## src/rtl/ibex_mem_arbiter.sv

```systemverilog
// rtl/ibex_mem_arbiter.sv - N-port OBI arbiter onto one single-port SRAM with fixed-latency response routing
// Optional: define IBEX_ARB_FIXED_PRIO_EN for fixed lowest-index priority instead of round-robin.
module ibex_mem_arbiter #(
    parameter int unsigned NumPorts   = 2,
    parameter int unsigned MemSize    = 8 * 1024,
    parameter logic [31:0] MemStart   = 32'h0,
    parameter int unsigned MemLatency = 1
) (
    input  logic                     clk_sys,
    input  logic                     rst_sys_n,
    input  logic [NumPorts-1:0]      req_i,
    input  logic [NumPorts-1:0]      we_i,
    input  logic [4*NumPorts-1:0]    be_i,
    input  logic [32*NumPorts-1:0]   addr_i,
    input  logic [32*NumPorts-1:0]   wdata_i,
    output logic [NumPorts-1:0]      gnt_o,
    output logic [NumPorts-1:0]      rvalid_o,
    output logic [NumPorts-1:0]      err_o,
    output logic [32*NumPorts-1:0]   rdata_o,
    output logic                     mem_req_o,
    output logic                     mem_we_o,
    output logic [3:0]               mem_be_o,
    output logic [31:0]              mem_addr_o,
    output logic [31:0]              mem_wdata_o,
    input  logic [31:0]              mem_rdata_i
);

    localparam int unsigned PortW   = (NumPorts > 1) ? $clog2(NumPorts) : 1;
    localparam int unsigned Last    = MemLatency - 1;
    localparam logic [31:0] WinMask = ~(32'(MemSize) - 32'd1);

    logic [31:0] addr_a  [NumPorts];
    logic [31:0] wdata_a [NumPorts];
    logic [3:0]  be_a    [NumPorts];

    for (genvar p = 0; p < NumPorts; p++) begin : g_unpack
        assign addr_a[p]  = addr_i[32*p +: 32];
        assign wdata_a[p] = wdata_i[32*p +: 32];
        assign be_a[p]    = be_i[4*p +: 4];
    end

    logic             any_req;
    logic [PortW-1:0] win;

`ifdef IBEX_ARB_FIXED_PRIO_EN
    // Scan from the top so the lowest requesting index is the last to overwrite win.
    always_comb begin
        any_req = 1'b0;
        win     = '0;
        for (int i = int'(NumPorts) - 1; i >= 0; i--) begin
            if (req_i[PortW'(i)]) begin
                any_req = 1'b1;
                win     = PortW'(i);
            end
        end
    end
`else
    logic [PortW-1:0] ptr;
    logic [PortW:0]   cand;

    always_comb begin
        any_req = 1'b0;
        win     = '0;
        cand    = '0;
        for (int i = 0; i < int'(NumPorts); i++) begin
            cand = {1'b0, ptr} + (PortW+1)'(i);
            if (cand >= (PortW+1)'(NumPorts)) begin
                cand = cand - (PortW+1)'(NumPorts);
            end
            if (!any_req && req_i[cand[PortW-1:0]]) begin
                any_req = 1'b1;
                win     = cand[PortW-1:0];
            end
        end
    end

    always_ff @(posedge clk_sys or negedge rst_sys_n) begin
        if (!rst_sys_n) begin
            ptr <= '0;
        end else if (any_req) begin
            ptr <= (win == PortW'(NumPorts - 1)) ? '0 : win + 1'b1;
        end
    end
`endif

    logic granted;
    logic in_win;

    assign granted = any_req & rst_sys_n;
    assign in_win  = (addr_a[win] & WinMask) == MemStart;

    always_comb begin
        gnt_o = '0;
        if (granted) begin
            gnt_o[win] = 1'b1;
        end
    end

    // Idle or out-of-window cycles keep the RAM bus at zero.
    assign mem_req_o   = granted & in_win;
    assign mem_we_o    = mem_req_o & we_i[win];
    assign mem_be_o    = mem_req_o ? be_a[win]    : 4'h0;
    assign mem_addr_o  = mem_req_o ? addr_a[win]  : 32'h0;
    assign mem_wdata_o = mem_req_o ? wdata_a[win] : 32'h0;

    logic             pipe_valid [MemLatency];
    logic             pipe_err   [MemLatency];
    logic             pipe_rd    [MemLatency];
    logic [PortW-1:0] pipe_port  [MemLatency];

    always_ff @(posedge clk_sys or negedge rst_sys_n) begin
        if (!rst_sys_n) begin
            for (int i = 0; i < int'(MemLatency); i++) begin
                pipe_valid[i] <= 1'b0;
                pipe_err[i]   <= 1'b0;
                pipe_rd[i]    <= 1'b0;
                pipe_port[i]  <= '0;
            end
        end else begin
            pipe_valid[0] <= any_req;
            pipe_err[0]   <= !in_win;
            pipe_rd[0]    <= !we_i[win];
            pipe_port[0]  <= win;
            for (int i = 1; i < int'(MemLatency); i++) begin
                pipe_valid[i] <= pipe_valid[i-1];
                pipe_err[i]   <= pipe_err[i-1];
                pipe_rd[i]    <= pipe_rd[i-1];
                pipe_port[i]  <= pipe_port[i-1];
            end
        end
    end

    for (genvar p = 0; p < NumPorts; p++) begin : g_resp
        logic hit;
        assign hit                = pipe_valid[Last] && (pipe_port[Last] == PortW'(p));
        assign rvalid_o[p]        = hit;
        assign err_o[p]           = hit & pipe_err[Last];
        assign rdata_o[32*p +: 32] = (hit && pipe_rd[Last] && !pipe_err[Last]) ? mem_rdata_i : 32'h0;
    end

endmodule
```

## config.mk

```make
export PLATFORM = sky130hd
export DESIGN_NAME = ibex_mem_arbiter
export DESIGN_NICKNAME = d
export VERILOG_FILES = /design/src/rtl/ibex_mem_arbiter.sv
export SDC_FILE = /design/constraint.sdc
export NUM_CORES = 1
export LEC_CHECK = 0
export BUFFER_PORTS_ARGS = -buffer_cell sky130_fd_sc_hd__buf_2
export CORE_AREA = 2 2 122 124
export CTS_CLUSTER_SIZE = 10
export DETAILED_ROUTE_END_ITERATION = 7
export DIE_AREA = 0 0 124 126
export MAX_ROUTING_LAYER = met4
export SYNTH_ARGS = -nofsm -noshare
export SYNTH_HDL_FRONTEND = slang
export SYNTH_SLANG_ARGS = --single-unit
export TNS_END_PERCENT = 5
```

## constraint.sdc

```tcl
create_clock -name clk_sys -period 2.15 [get_ports clk_sys]
set_clock_uncertainty 0.15 [all_clocks]
set_input_delay 0.215 -clock clk_sys [delete_from_list [all_inputs] [get_ports clk_sys]]
set_output_delay 0.215 -clock clk_sys [all_outputs]
set_load 0.02 [all_outputs]
```

## Word-level counts from Yosys, hierarchy flattened

Cells that the tools add are included.

| word-level totals | value |
|---|---|
| register bits after elaboration | 5 |
| input port bits | 174 |
| word-level logic and storage cells | 66 |

| operators by class | value |
|---|---|
| $add $sub $neg | 4 |
| magnitude comparators | 7 |
| muxes and demuxes | 30 |
| bitwise gates (word level) | 7 |
| reductions and logical operators | 13 |

Operators by type and width:

| kind | number |
|---|---|
| 32-bit two-way mux | 10 |
| 32-bit zero test | 1 |
| 4-bit two-way mux | 4 |
| 1-bit two-way mux | 14 |
| 1-bit logical AND | 8 |
| 1-bit by 2-bit < comparator with 1-bit output, second input constant | 3 |
| 1-bit bitwise AND | 5 |
| 2-bit greater-or-equal comparator, second input constant | 2 |
| 1-bit zero test | 4 |
| 1-bit by 1-bit adder with 2-bit output, second input constant | 1 |
| 1-bit by 2-bit greater-or-equal comparator with 1-bit output, second input constant | 1 |
| 2-bit two-way mux | 1 |
| 1-bit NOT with 2-bit output | 1 |
| 1-bit subtractor, second input constant | 2 |
| 1-bit adder, second input constant | 1 |
| 1-bit demux with 1-bit select | 1 |
| 1-bit greater-or-equal comparator, second input constant | 1 |
| 1-bit NOT | 1 |

## Logic depth before layout (Yosys ltp)

| depth | value |
|---|---|
| word-level depth | 15 |
| gate-level depth with buffers | 6 |
| depth with buffers taken out | 4 |

## Worst setup path after synthesis

Ideal clock, no wire load.

| timing | value |
|---|---|
| path kind | reg2out |
| start | register ptr |
| end | output port mem_wdata_o[22] |
| arrival time | 1867 ps |
| data required time | 1785 ps |
| slack | -82 ps |
| stages on the path, launching flop included | 6 |
| buffers on the path | 1 |
| path through | dfrtp_1 > nand2b_1 > a21oi_1 > a22oi_1 > clkbuf_1 > a21oi_1 |

| between the ends | value |
|---|---|
| cells in the longest elaborated chain, start to end | 15 |

Ends and longest elaborated chain:

| item | RTL line | RTL |
|---|---|---|
| from (decl) | 58 | `logic [PortW-1:0] ptr;` |
| from (signal assigned) | 81 | `ptr <= (win == PortW'(NumPorts - 1)) ? '0 : win + 1'b1;` |
| 1-bit by 2-bit greater-or-equal comparator with 1-bit output or 1-bit subtractor (tied branches) | 67, 68 |  |
| 1-bit two-way mux | 67 | `if (cand >= (PortW+1)'(NumPorts)) begin` |
| 1-bit two-way mux (implied by the code) (2 in a row) | 70 | `if (!any_req && req_i[cand[PortW-1:0]]) begin` |
| 1-bit two-way mux | 70 |  |
| 1-bit zero test | 70 |  |
| 1-bit logical AND | 70 |  |
| 1-bit two-way mux | 70 |  |
| 1-bit NOT with 2-bit output (implied by the code) | 90, 104 |  |
| 32-bit two-way mux (implied by the code) (3 in a row) | 90 | `assign in_win = (addr_a[win] & WinMask) == MemStart;` |
| 32-bit zero test | 90 |  |
| 1-bit bitwise AND | 100 | `assign mem_req_o = granted & in_win;` |
| 32-bit two-way mux * | 104 | `assign mem_wdata_o = mem_req_o ? wdata_a[win] : 32'h0;` |
| to (decl) | 24 | `output logic [31:0] mem_wdata_o,` |

Every way passes the cells marked *; elsewhere a longest branch is shown, timed or not. The select of a mux whose other input is x is not followed.

## Final worst setup path

| timing | value |
|---|---|
| start | input port addr_i[13] |
| end | output port mem_addr_o[5] |

| between the ends | value |
|---|---|
| cells in the longest elaborated chain, start to end | 6 |

Ends and longest elaborated chain:

| item | RTL line | RTL |
|---|---|---|
| from (decl) | 14 | `input logic [32*NumPorts-1:0] addr_i,` |
| 32-bit two-way mux (implied by the code) (3 in a row) | 90 |  |
| 32-bit zero test | 90 |  |
| 1-bit bitwise AND | 100 |  |
| 32-bit two-way mux | 103 | `assign mem_addr_o = mem_req_o ? addr_a[win] : 32'h0;` |
| to (decl) | 23 | `output logic [31:0] mem_addr_o,` |

Every way passes these cells. The select of a mux whose other input is x is not followed.

==> run_results.csv <==
group,metric,value,unit
layout,fin_cells,786,
die,die_x,124,um
timing,fin_ws,-0.0640,ns
clock_tree,cts_root_buf,"clkbuf_16",
global_routing,grt_pass1_wl,16000,um
global_routing,grt_max_degree,44,
worst_setup_path,cp_max_fo,11,
outcome,violations,"setup timing",
placement,detailedPlacementHpwl,9490,um
power_and_ir_drop,ir_worst_vdd,0.115,mV
clock_tree,cts_buffer_depth,2,
worst_setup_path,reg2reg_slack,0.62,ns
routing,first_pass_iters,4,
worst_setup_path,required,1.78,ns
layout,area_delta_synth_final,123,%
global_routing,track_usage,0.137,
placement,pre_cts_ws,-0.166,ns
worst_setup_path,critPathKind,"in2out",
min_path,hp-class,"in2reg",
global_routing,grt-ovfl-total,0,
routing,vias,3318,
outcome,status,"complete, but fails checks",
synthesis,syn_area_per_cell,5.96,um2
placement,io_buffers,294,
clock_tree,cts_tree,"done",
synthesis,ys_seq_area_frac,0.0688,
clock_tree,cts_sinks,5,
clock_tree,cts_htree_levels,1,
global_routing,antenna_found_initial,0,
routing,drc,0,
layout,utilization,0.283,
timing,tns,-0.856,ns
timing,final-max-slew-violation-count,0,
synthesis,synth_seq_cells,5,
power_and_ir_drop,leakage,0.00202,uW
timing,finalHoldViolCount,0,
routing,drtAntennaViolNets,0,
timing,rsz0062_at_grt,"yes",
die,ioPinCount,314,
routing,viasPerCell,4.22,
synthesis,synthDistinctLibCells,27,
die,die_y,126,um
worst_setup_path,arrival,1.85,ns
synthesis,synth_area,1820,um2
placement,gp_congestion,0.793,
worst_setup_path,critPathLaunchType,"primary input",
power_and_ir_drop,p_per_area,170,nW/um2
worst_setup_path,worstSetupEndpointType,"output port",
timing,fmax,452,MHz
layout,final_nets,777,
synthesis,ys.warnings.count,0,
power_and_ir_drop,finalPower,690,uW
die,core,14300,um2
placement,dp.cells,778,
timing,fin_crit_sh,1.03,
layout,final_cell_mix,"buf_2, nand3_1, and2_1, buf_4, a21oi_1",
layout,antenna_cells,0,
timing,setup_viol,41,
die,initial_core_util,0.127,
flow_run,cap_viol_max_count,0,
clock_tree,numCtsBuffers,3,
timing,layout_min_cycle_time,2.21,ns
global_routing,grt_pass1_vias,3030,
routing,wl,11400,um
synthesis,netlist_instances,305,
layout,nFillCells,1637,
layout,final_common_cell,"buf_2",
clock_tree,insertion_delay,0.23,ns
die,dieArea,15600,um2
clock_tree,path_clk_slew,0.03,ns
layout,drive_gt1_frac,0.613,
routing,post_drt_wl_per_cell,14.5,um
die,num_rows,44,
routing,initialDrtViolationCount,109,
critical path: stages:
cell and delay (ns):
buf_2 0.10, or4_4 0.54, a211oi_4 0.24, buf_6 0.20
buf_12 0.14, nand3_1 0.08, a21oi_1 0.15, buf_4 0.17
synthesized netlist by cell type:
| master | count | area (um2) |
|---|---|---|
| nand3_1 | 98 | 490 |
| buf_2 | 13 | 65.1 |
| a21oi_1 | 50 | 250 |
| mux2i_1 | 1 | 10.0 |
| and3_1 | 3 | 18.8 |
| buf_4 | 22 | 165 |
| conb_1 | 1 | 3.75 |
| or4_4 | 1 | 11.3 |
| dfrtp_1 | 5 | 125 |
| nor3_1 | 3 | 15.0 |
| and2_1 | 67 | 419 |
| clkbuf_1 | 18 | 67.6 |
| nor2b_1 | 1 | 6.26 |
| a211oi_4 | 1 | 20.0 |
| inv_1 | 1 | 3.75 |
| or3_1 | 1 | 6.26 |
| and3b_1 | 2 | 17.5 |
| a22oi_1 | 2 | 15.0 |
| nand2b_1 | 1 | 6.26 |
| or4_1 | 4 | 30.0 |
| nor3_2 | 3 | 30.0 |
| o21ai_0 | 2 | 10.0 |
| a31oi_1 | 1 | 6.26 |
| and4_1 | 1 | 8.76 |
| or2_2 | 1 | 6.26 |
| nor2_1 | 1 | 3.75 |
| nor4_1 | 1 | 6.26 |
power breakdown:
part / internal (uW) / switching (uW) / leakage [uW]
Combinational: 144 / 137 / 0.00193
Sequential: 102 / 3.76 / 0.0000550
Clock: 245 / 57.8 / 0.0000382
Total: 492 / 198 / 0.00202
layout make-up:
class	count	area (um2)	share of cell area
clock buffers	4	78.8	0.0194
inverters	1	3.75	0.000926
multi-input cells	264	1610	0.397
flip-flops and latches	5	125	0.0309
well taps	184	230	0.0568
repair buffers	328	2010	0.495
path summary, 6_finish.rpt:
path | startpoint | endpoint | cells after the start
max | addr_i[13] | mem_addr_o[5] | 8
min | we_i[0] | pipe_rd | 2
max reg2reg | ptr | pipe_err | 5
min reg2reg | ptr | ptr | 2
max in group asynchronous | rst_sys_n | pipe_err | 2
min in group asynchronous | rst_sys_n | pipe_rd | 2
state kept, by name (all words and copies together), names as in the netlist:
signal      flops
pipe_err        1
pipe_port       1
pipe_rd         1
pipe_valid      1
ptr             1
stage by stage:
stage	instance area, um2	hold WS (ns)
floorplan	1890	-0.231
global placement	3620	-0.108
detailed placement	3620	-0.104
CTS	3910	0.0799
global route	4060	0.0978
finish	4060	0.0778
metal layers:
metal	track usage	vias to the layer above	share of wire
met1	0.148	1477	0.36
met2	0.244	206	0.50
met5	-	-	0
met3	0.0417	10	0.12
met4	0.0291	0	0.017
li1	-	1625	-
cell families (layout without fill, tap and decap cells):
group,count (synthesis),in the layout,share of synthesized area
flops,5,5,0.0688
other cells,1,19,0.00206
buf+inv,54,333,0.166
compound gates,56,56,0.166
mux,1,1,0.00551
simple gates,188,188,0.592
repair_timing:
action / 4_1_cts / 5_1_grt
gates resized for setup: 59 / 35
hold endpoints to repair: 5 / 0
setup buffers: 1 / 1
hold buffers: 1 / 0
pin swaps: 1 / 3
gates cloned: 1 / 0
setup endpoints to repair: 51 / 51
Note: power is estimated with default switching activity, not from simulation.
